===== config.mk =====
export PLATFORM = sky130hd
export DESIGN_NAME = riscv_register_file
export DESIGN_NICKNAME = d
export VERILOG_FILES = /design/src/rtl/rv_pkg.sv /design/src/rtl/riscv_register_file.sv
export SDC_FILE = /design/constraint.sdc
export NUM_CORES = 2
export LEC_CHECK = 0
export BUFFER_PORTS_ARGS = -buffer_cell sky130_fd_sc_hd__buf_2
export CAP_MARGIN = 15
export CORE_MARGIN = 5
export CORE_UTILIZATION = 66
export CTS_BUF_LIST = sky130_fd_sc_hd__clkbuf_2 sky130_fd_sc_hd__clkbuf_4 sky130_fd_sc_hd__clkbuf_8
export CTS_CLUSTER_DIAMETER = 100
export DETAILED_ROUTE_END_ITERATION = 12
export HOLD_SLACK_MARGIN = 0.02
export PLACE_DENSITY = 0.84
export SLEW_MARGIN = 20
export SYNTH_ARGS = -nofsm -noshare
export SYNTH_HDL_FRONTEND = slang
export SYNTH_SLANG_ARGS = --single-unit

===== constraint.sdc =====
create_clock -name clk -period 2.9 [get_ports clk]
set_input_delay 0.29 -clock clk [delete_from_list [all_inputs] [get_ports clk]]
set_output_delay 0.29 -clock clk [all_outputs]
set_load 0.05 [all_outputs]

===== src/rtl/rv_pkg.sv =====
// rv_pkg: core-wide RV32I widths and register-address type
package rv_pkg;
   localparam int REG_COUNT  = 32;
   localparam int XLEN       = 32;
   localparam int REG_ADDR_W = 5;
   typedef logic [REG_ADDR_W-1:0] reg_addr_t;
endpackage


===== src/rtl/riscv_register_file.sv =====
// riscv_register_file: 32x32 integer register file, two async read ports, one sync write port, x0 hardwired to zero
module riscv_register_file
   import rv_pkg::*;
(
   input  logic            clk,
   input  logic            rst,
   input  reg_addr_t       read_address1,
   output logic [XLEN-1:0] read_data1,
   input  reg_addr_t       read_address2,
   output logic [XLEN-1:0] read_data2,
   input  reg_addr_t       write_address,
   input  logic [XLEN-1:0] write_data,
   input  logic            write_enable
);
   // entry 0 is cleared on reset and never written; reads of x0 are masked anyway
   logic [XLEN-1:0] regs [REG_COUNT];
   always_ff @(posedge clk) begin
      if (rst) begin
         for (int i = 0; i < REG_COUNT; i++) regs[i] <= '0;
      end else if (write_enable && write_address != '0) begin
         regs[write_address] <= write_data;
      end
   end
   always_comb read_data1 = (read_address1 == '0) ? '0 : regs[read_address1];
   always_comb read_data2 = (read_address2 == '0) ? '0 : regs[read_address2];
endmodule


; ---- After elaboration in Yosys (flattened, before gate mapping)
; Memories as Yosys holds them, arrays and structs flattened.
; Index checks and enable logic that the tools add are counted.
[word_totals]
reg_bits = 0
ram_bits = 1024
in_bits = 50
word_cells = 16
mem_count = 1
[classes]
muxes = 10
reduce_logical = 5
[mem_list]
columns = memory, words, width, rd, rd_ports_with_merged_regs, write_ports, line_no
row1 = regs, 32, 32, 2, 0, 32, riscv_register_file.sv:16  ; logic [XLEN-1:0] regs [REG_COUNT];
[ops]
columns = op, count
row1 = 32-bit two-way mux, 3
row2 = 32-bit OR reduction, 1
row3 = 5-bit zero test, 2
row4 = 1-bit two-way mux, 6
row5 = 5-bit two-way mux, 1
row6 = 5-bit nonzero test, 1
row7 = 1-bit logical AND, 1

; ---- Depth between registers and ports, before layout
[depth]
ltp_word = 7
depth_mapped = 9
ltp_nobuf = 4

; ---- Least setup slack after synthesis
; OpenSTA, ideal clock, no wires.
[synth_timing]
path_type = input -> output
startpoint = input port read_address2[0]
endpoint = output port read_data2[30]
arrival_time_ns = 3.622
setup_slack_ns = -1.012
stages = 6
n_path_buf = 3
path_cell_list = buf_2 > buf_6 > buf_4 > mux4_2 > mux2i_1 > a2111oi_0
[synth_between]
elab_chain_len = 2
elab_cells_between_ends = 3
cone_classes = mux: 1 / reduce/logical: 1 / memory: 1
[synth_rtl]
columns = item, line_no
row1 = start: declaration, riscv_register_file.sv:9  ; input reg_addr_t read_address2,
row2 = memory read 32 x 32 bit or 5-bit zero test (tied branches), -
row3 = 32-bit two-way mux (*), riscv_register_file.sv:25  ; always_comb read_data2 = (read_address2 == '0) ? '0 : regs[read_address2];
row4 = end: declaration, riscv_register_file.sv:10  ; output logic [XLEN-1:0] read_data2,
; Every way passes the cells marked *; elsewhere a longest branch is shown, timed or not.

==> results_dict.tcl <==
set metrics [dict create \
    initial_utilization_pct 66.3 \
    leakagePower_uw 0.0222 \
    cp.buffers_inverters 1 \
    clk_transition_reported_paths_ns 0.07 \
    worstMarginPinSlew_ns 0.976 \
    final_area_mm2 0.0631 \
    finalSetupViolCount 53 \
    antenna_left 0 \
    vias_per_cell 7.57 \
    antenna_found_initial 8 \
    numCtsBuffers 165 \
    fmax_ghz 0.319 \
    fp-row-count 105 \
    placement.cell_area_mm2 0.0576 \
    io_pins 114 \
    synth_top_area_share_pct 56.7 \
    gp_congestion 0.946 \
    slowest_delay_ns 0.54 \
    p_total_uw 35800 \
    min-delay-start "write_data[11]" \
    ys_seq_elements 1024 \
    track_usage_pct 40.3 \
    synth_area_leaders "edfxtp_1 57%, mux4_2 20%, and2_1 11%, mux2i_1 2.8%, clkbuf_1 1.9%" \
    rsz0062_at_grt "yes" \
    final_net_count 3782 \
    yosysWarnings 0 \
    area_growth_pct 16.3 \
    crit_type "reg -> out" \
    status "finished with violations" \
    yosysSeqAreaShare_pct 56.7 \
    dieArea_mm2 0.0880 \
    avgRoutedWirePerCell_um 36.5 \
    clockBufferDepth 3 \
    die_h_um 297 \
    drive_gt1_share_pct 36.3 \
    p_per_area_mw_per_mm2 567 \
    drt-initial-drc-count 6407 \
    slew_headroom_pct 34.7 \
    cts_tree "built" \
    slew_viol_final 0 \
    multi_input_area_mm2 0.0236 \
    clock-sinks 1024 \
    reg.largest.list "regs (1024)" \
    cpLargestDelayFamily "multiplexers" \
    seqCellArea_mm2 0.0307 \
    die_w_um 297 \
    numPortBuffers 113 \
    dr_total_vias 37300 \
    irDropWorstVdd_v 0.000562 \
    dp_hpwl_um 107000 \
    cp-start-kind "register" \
    firstDrtPassIters 6 \
    finalCritPeriodShare_pct 108 \
    grt_pass1_vias 38800 \
    drc 0 \
    cap_violations 0 \
    fin_setup_tns_ns -6.71 \
    regMostFlops "regs" \
    netlist_area_mm2 0.0543 \
    crit_fanout 2 \
    period_minus_slack_ns 3.13 \
    critPathSlowestCell "mux4_2" \
    synth_cell_types 42 \
    violations "setup timing" \
    cp-end-kind "output pin" \
    cp_common_cell "mux4_2" \
    fillers 4292 \
    gr-total-overflow 0 \
    path_cells "mux4_2 -> mux4_2 -> o22ai_2 -> nor3_1 -> buf_2" \
    synth_top_area_cell "edfxtp_1" \
    largest_register_ffs 1024 \
    syn_inst 3502 \
    min_path_type "in -> reg" \
    cts_max_level 4 \
    required_ns 2.61 \
    cp-startpoint "regs[30][24]$_SDFFCE_PN0P_" \
    synth_area_per_cell_um2 15.5 \
    core-area_mm2 0.0818 \
    drt-total-wl_um 180000 \
    fin_ws_ns -0.234 \
    clockRootBuffer "clkbuf_8" \
    grt_max_degree 56 \
    crit_arrival_ns 2.84 \
    hold_viol_final 0 \
    grt_pass1_wl_um 258000 \
]
## cell usage after synthesis (all sizes together)
cell type / n
inv: 2
buf: 116
mux2: 30
nand2b: 5
a2111oi: 55
nand4b: 1
a22o: 51
conb: 1
a221oi: 4
a221o: 2
edfxtp: 1024
a21oi: 12
and4b: 1
nand3b: 5
nor4: 6
o22ai: 103
nor4b: 3
or3: 2
a22oi: 16
nand4bb: 2
o21ai: 4
or3b: 4
a32o: 4
nor2b: 14
mux2i: 150
nand2: 7
nor2: 36
nor3: 54
nand3: 5
or4b: 1
clkbuf: 271
a211oi: 7
and2: 995
or2: 33
mux4: 472
o221ai: 1
and3: 3
## final cells by class
| type | count | share of cell area (%) |
|---|---|---|
| Clock inverter | 66 | 0.742 |
| Antenna cell | 9 | 0.0357 |
| Inverter | 2 | 0.0119 |
| Sequential cell | 1024 | 48.8 |
| Clock buffer | 221 | 4.30 |
| Tap cell | 1070 | 2.12 |
| Timing Repair Buffer | 419 | 6.55 |
| Multi-Input combinational cell | 2120 | 37.5 |
## per-stage QoR
stage | util, % | worst slack [ns] | hold WS [ns] | instances
4_1_cts | 76.7 | -0.241 | 0.0260 | 4915
2_1_floorplan | - | -0.354 | 0.488 | 3533
5_1_grt | 77.0 | -0.246 | 0.0654 | 4923
3_5_place_dp | 70.3 | -0.276 | 0.907 | 4596
6_report | 77.1 | -0.234 | 0.0686 | 4931
3_3_place_gp | 70.3 | -0.254 | 0.889 | 4596
## placed cells by master (no fill, tap or decap), drive strengths merged, types with 11 or more instances in the layout
cell     count
clkbuf     222
a21oi       12
a22oi       16
a2111oi     55
clkinv      51
inv         11
nor3        54
mux2i      150
mux4       472
o22ai      103
edfxtp    1024
a22o        51
conb        32
nor2b       14
mux2        30
or2         33
nor2        36
and2       995
buf        417
## layer usage
layer | up-vias | part of all wire (%) | track usage [%] | wire length, um
met5 | - | 0 | 0 | 0
met4 | 0 | 8.3 | 28.2 | 15000
met3 | 930 | 15 | 12.1 | 27400
met2 | 3923 | 46 | 60.4 | 82500
met1 | 18400 | 31 | 51.2 | 54900
li1 | 14100 | - | - | -
## cell families after synthesis
family	Yosys count	synth area share [%]
other	1	0.00691
DFF	1024	56.7
buffers and inverters	389	3.35
muxes	652	23.0
AOI/OAI and AO/OA	259	3.65
and+or+nand+nor	1177	13.3
## power by group
| part | total, uW | leakage (uW) | internal, uW | switching (uW) |
|---|---|---|---|---|
| clock network | 12500 | 0.00167 | 6530 | 5930 |
| registers | 17600 | 0.00975 | 17100 | 493 |
| logic | 5710 | 0.0108 | 2430 | 3280 |
## final timing paths
kind	end	slack [ns]	depth (start not counted)
hold / removal	regs[12][11]$_SDFFCE_PN0P_	0.07	2
setup / recovery	read_data1[24]	-0.23	5
## repair_timing
action                                  in CTS  in global routing
endpoints found under the setup margin      62                 61
pin swaps                                  102                 31
hold buffers                                 1                  0
setup buffers                               37                  7
hold endpoints to repair                    11                  0
gates resized for setup                    331                 35
No activity file was read; power rests on OpenSTA's default activity.
